**config.mk**
```make
export PLATFORM = sky130hd
export DESIGN_NAME = data_mem_handler
export DESIGN_NICKNAME = d
export VERILOG_FILES = /design/src/rtl/mem_pkg.sv /design/src/rtl/load_extend.sv /design/src/rtl/data_mem_handler.sv
export SDC_FILE = /design/constraint.sdc
export NUM_CORES = 1
export LEC_CHECK = 0
export BUFFER_PORTS_ARGS = -buffer_cell sky130_fd_sc_hd__buf_2
export CORE_UTILIZATION = 48
export CTS_CLUSTER_SIZE = 10
export DETAILED_ROUTE_END_ITERATION = 8
export PLACE_DENSITY = 0.79
export SYNTH_ARGS = -nofsm -noshare
export SYNTH_HDL_FRONTEND = slang
export SYNTH_SLANG_ARGS = --single-unit
export TNS_END_PERCENT = 5
```
**constraint.sdc**
```tcl
create_clock -name clk -period 2.3 [get_ports clk]
set_input_delay 0.23 -clock clk [delete_from_list [all_inputs] [get_ports clk]]
set_output_delay 0.23 -clock clk [all_outputs]
set_load 0.01 [all_outputs]
```
**src/rtl/mem_pkg.sv**
```systemverilog
// mem_pkg: shared FSM states, funct3 codes and byte-enable constants for the load/store unit.
package mem_pkg;
  typedef enum logic [1:0] {IDLE, BUSY, DONE} state_t;
  localparam logic [2:0] F3_LB = 3'b000;
  localparam logic [2:0] F3_LH = 3'b001;
  localparam logic [2:0] F3_LW = 3'b010;
  localparam logic [2:0] F3_LBU = 3'b100;
  localparam logic [2:0] F3_LHU = 3'b101;
  localparam logic [3:0] BE_B = 4'b0001;
  localparam logic [3:0] BE_H = 4'b0011;
  localparam logic [3:0] BE_W = 4'b1111;
  function automatic logic is_misaligned(input logic [2:0] f3, input logic [1:0] a);
    return (f3 == F3_LH || f3 == F3_LHU) ? a[0] :
           f3 == F3_LW ? |a :
           !(f3 == F3_LB || f3 == F3_LBU);
  endfunction
endpackage

```
**src/rtl/load_extend.sv**
```systemverilog
// load_extend: selects the addressed byte/half lane of a word and sign- or zero-extends it.
module load_extend
  import mem_pkg::*;
(
  input  logic [31:0] rdata,
  input  logic [1:0]  addr,
  input  logic [2:0]  funct3,
  output logic [31:0] data
);
  logic [31:0] lane;
  assign lane = rdata >> {addr, 3'b000};
  always_comb begin
    data = funct3 == F3_LB  ? {{24{lane[7]}}, lane[7:0]} :
           funct3 == F3_LH  ? {{16{lane[15]}}, lane[15:0]} :
           funct3 == F3_LBU ? {24'd0, lane[7:0]} :
           funct3 == F3_LHU ? {16'd0, lane[15:0]} : lane;
  end
endmodule

```
**src/rtl/data_mem_handler.sv**
```systemverilog
// data_mem_handler: load/store unit running one handshaked bus transaction per instruction.
module data_mem_handler
  import mem_pkg::*;
(
  input  logic        clk,
  input  logic        nRst,
  input  logic        mem_read,
  input  logic        mem_write,
  input  logic [31:0] read_address,
  input  logic [31:0] write_address,
  input  logic [31:0] store_data,
  input  logic [2:0]  funct3,
  output logic [31:0] bus_addr,
  output logic [31:0] bus_wdata,
  output logic [3:0]  bus_sel,
  output logic        bus_read,
  output logic        bus_write,
  input  logic [31:0] bus_rdata,
  input  logic        bus_ack,
  output logic [31:0] load_data,
  output logic        stall,
  output logic        done,
  output logic        misaligned
);
  state_t state, next;
  logic req, fault, start, finish;
  logic [31:0] addr, wdata, ext;
  logic [3:0] sel;
  logic [1:0] lane_q;
  logic [2:0] f3_q;
  assign req = mem_read || mem_write;
  assign addr = mem_write ? write_address : read_address;
  assign fault = is_misaligned(funct3, addr[1:0]);
  assign start = state == IDLE && req;
  assign finish = state == BUSY && bus_ack;
  assign stall = start || state == BUSY;
  assign sel = !mem_write ? BE_W :
               funct3[1:0] == 2'b00 ? BE_B << addr[1:0] :
               funct3[1:0] == 2'b01 ? BE_H << addr[1:0] : BE_W;
  assign wdata = funct3[1:0] == 2'b00 ? {4{store_data[7:0]}} :
                 funct3[1:0] == 2'b01 ? {2{store_data[15:0]}} : store_data;
  load_extend u_ext (.rdata(bus_rdata), .addr(lane_q), .funct3(f3_q), .data(ext));
  always_comb begin
    next = state == IDLE ? (req ? (fault ? DONE : BUSY) : IDLE) :
           state == BUSY ? (bus_ack ? DONE : BUSY) : IDLE;
  end
  always_ff @(posedge clk or negedge nRst) begin
    if (!nRst) state <= IDLE;
    else state <= next;
  end
  always_ff @(posedge clk or negedge nRst) begin
    if (!nRst) begin
      bus_addr <= '0;
      bus_wdata <= '0;
      bus_sel <= '0;
      bus_read <= 1'b0;
      bus_write <= 1'b0;
      load_data <= '0;
      done <= 1'b0;
      misaligned <= 1'b0;
      lane_q <= '0;
      f3_q <= '0;
    end else begin
      done <= finish || (start && fault);
      misaligned <= start && fault;
      if (start) begin
        bus_addr <= {addr[31:2], 2'b00};
        bus_sel <= sel;
        bus_wdata <= wdata;
        lane_q <= addr[1:0];
        f3_q <= funct3;
        bus_read <= !mem_write && !fault;
        bus_write <= mem_write && !fault;
      end else if (finish) begin
        bus_read <= 1'b0;
        bus_write <= 1'b0;
        // bus_rdata is only valid alongside the ack, so capture it here
        if (bus_read) load_data <= ext;
      end
    end
  end
endmodule

```
==> impl_metrics.ini <==
[critical_path]
cp-start-kind = flop
crit_fanout = 16
arrival_ps = 2170
timing.rr.start = lane_q[0]
crit_start = lane_q[0]
cp.required_ps = 2530
critPathKind = reg -> reg
endpoint_kind = flop

[global_route]
grt_max_degree = 56
antenna_found_initial = 0
grt_pass1_vias = 4949
grt_overflow = 0
grt_pass1_wl_mm = 24.2
grt_util_all_layers_pct = 27.0

[cts]
cts_buffer_depth = 2
numCtsBuffers = 9
cts_resized = 0
worstSkewPairLatency_ps = 340
clkTransAtPathRegs_ps = 70
cts_tree = yes
cts_root_buffer = clkbuf_16
htree_levels = 3
clock_sinks = 109

[yosys]
syn_area_mm2 = 0.00546
synth_cell_types = 39
ys_ff_latch = 109
synth_warnings = 0
seq_area_frac_synth_pct = 50.0
syn_avg_cell_area_um2 = 9.66
syn_inst = 565

[timing]
rsz0062_at_grt = false
maxSlewHeadroom_pct = 31.3
tightest_slew_ps = 1020
finalCritPeriodShare_pct = 84.3
slew_viol_final = 0
fmax_mhz = 515
setup_viol = 0
hold-worst-slack_ps = 109
min_period_ps = 1940
hold_violations = 0
skew_ps = 5.24
tns_ps = 0

[final_layout]
syn2layout_area_growth_pct = 29.9
design_area_mm2 = 0.00709
fin_nets = 926
antennaDiodeCount = 0
regArea_mm2 = 0.00273
nFillCells = 940
multiInputGateArea_mm2 = 0.00252
drive_above_1_share_pct = 35.8

[floorplan]
start_util_pct = 49.9
die_h_um = 109
io_pins = 241
core-area_mm2 = 0.0109
fp-row-count = 38
dieArea_mm2 = 0.0118
dieWidth_um = 109

[place]
dpl-instance-area_mm2 = 0.00677
io_buffer_count = 238
gp_congestion = 0.891
hpwlAfterDp_mm = 11.9

[min_path]
hold_class = in -> reg
hp-start = bus_ack

[route]
avgRoutedWirePerCell_um = 16.9
drt-total-wl_mm = 15.7
drc_errors = 0
drt_iter0_drc = 452
vias = 5111
viasPerCell = 5.50
firstDrtPassIters = 6
ant_nets = 0

[status]
status = completed

[run]
maxCapViolations = 0

[power_and_ir_drop]
p_per_area_mw_per_mm2 = 1280
ir_drop_uv = 685
power.leakage_nw = 3.58
-- area by class of cell --
| cell class | count | area share, % |
|---|---|---|
| sequential | 109 | 38.5 |
| multi-input combinational | 410 | 35.6 |
| clock inverter | 5 | 1.06 |
| inverter | 3 | 0.159 |
| timing repair buffer | 252 | 18.9 |
| clock buffer | 11 | 3.28 |
| tap | 140 | 2.47 |
-- power breakdown --
group          total (mW)  switching, mW  internal, mW
clock                1.62          0.669         0.950
sequential           3.41          0.607          2.81
combinational        4.01           2.33          1.67
total                9.04           3.61          5.43
-- registers in the layout, summed over array words and instances (netlist names) --
register and count:
bus_sel 4, bus_write 1, misaligned 1, done 1
bus_addr 30, lane_q 2, state 2, load_data 32
bus_read 1, f3_q 3, bus_wdata 32
-- per-layer routing --
layer / up-vias / part of all wire, % / GRT usage, %
li1: 2413 / - / -
met1: 2416 / 40 / 33.2
met2: 255 / 50 / 46.0
met3: 27 / 8.2 / 5.55
met4: 0 / 2.4 / 11.2
met5: - / 0 / 0
-- what timing repair did --
action                                 in CTS  in global routing
setup buffers                               0                  0
endpoints found under the hold margin      27                  0
setup endpoints to repair                   0                  0
hold buffers                                1                  0
-- worst max-delay path, cell delays in order (launching register included) --
cell and delay, ps:
dfrtp_1 680, buf_4 370, mux2i_1 260, a2bb2oi_1 270, nor2_1 70, o22a_1 180
-- metrics by stage --
| stage | instances | power (mW) | worst slack (ps) | utilization (%) |
|---|---|---|---|---|
| finish | 930 | 9.04 | 360 | 64.8 |
| global route | 930 | 9.64 | 217 | 64.8 |
| CTS | 930 | 9.09 | 353 | 64.8 |
| detailed placement | 913 | 7.43 | 354 | 61.9 |
| global placement | 913 | 7.26 | 465 | 61.9 |
| floorplan | 566 | 5.74 | 689 | - |
-- Yosys cell counts, drive strengths merged --
library cell / count / area (µm²)
o21ai: 115 / 579
nand2b: 2 / 12.5
nor2b: 2 / 12.5
a2bb2oi: 7 / 61.3
o21ba: 1 / 10.0
nor2: 32 / 123
a21bo: 2 / 20.0
buf: 19 / 115
o22ai: 1 / 6.26
nor3b: 1 / 12.5
and2: 1 / 6.26
nand3: 2 / 10.0
o21a: 1 / 7.51
ha: 5 / 62.6
nand2: 102 / 383
a21oi: 19 / 95.1
conb: 1 / 3.75
a21o: 1 / 15.0
nand3b: 2 / 15.0
mux4: 1 / 22.5
o31ai: 1 / 7.51
inv: 3 / 11.3
mux2: 8 / 90.1
o22a: 8 / 70.1
a22oi: 16 / 120
clkbuf: 25 / 93.8
mux2i: 72 / 721
a31oi: 1 / 6.26
nor3: 2 / 10.0
nand4b: 1 / 8.76
o32a: 1 / 10.0
or3: 1 / 6.26
dfrtp: 109 / 2730
-- logic make-up (layout without fill, tap and decap cells) --
family                     Yosys count  in the layout  share of synthesized area (%)
AOI/OAI and AO/OA                  174            174                           18.5
and+or+nand+nor                    148            148                           11.0
DFF                                109            109                           50.0
muxes                               81             81                           15.3
buffers and inverters               47            271                           4.04
adders and majority gates            5              5                           1.15
other                                1              2                         0.0687
-- cells in the final DEF (no fill, tap or decap), types with 2 or more instances in the layout --
cell       instances
ha_1               5
buf_4             11
mux2i_1           72
nand2_1          102
bufinv_16          2
nand3b_1           2
a21bo_2            2
o22a_1             8
o21ai_0          101
clkbuf_1           2
nor2b_1            2
inv_1              3
nand2b_1           2
conb_1             2
nand3_1            2
clkbuf_16          9
buf_12             3
dfrtp_1          109
o21ai_1           12
mux2_2             8
clkinv_2           3
buf_2            237
nor2_2             2
a22oi_1           16
nor3_1             2
a21oi_1           19
nor2_1            30
a2bb2oi_1          7
-- path summary, 6_finish.rpt --
kind	to	slack, ps	cells past startpoint
max	load_data[10]	360	5
min	state[0]	110	2
max reg2reg	load_data[10]	360	5
min reg2reg	bus_wdata[12]	480	2
max in group asynchronous	bus_addr[25]	1230	3
min in group asynchronous	load_data[12]	350	2
Note: power is estimated with default switching activity, not from simulation.
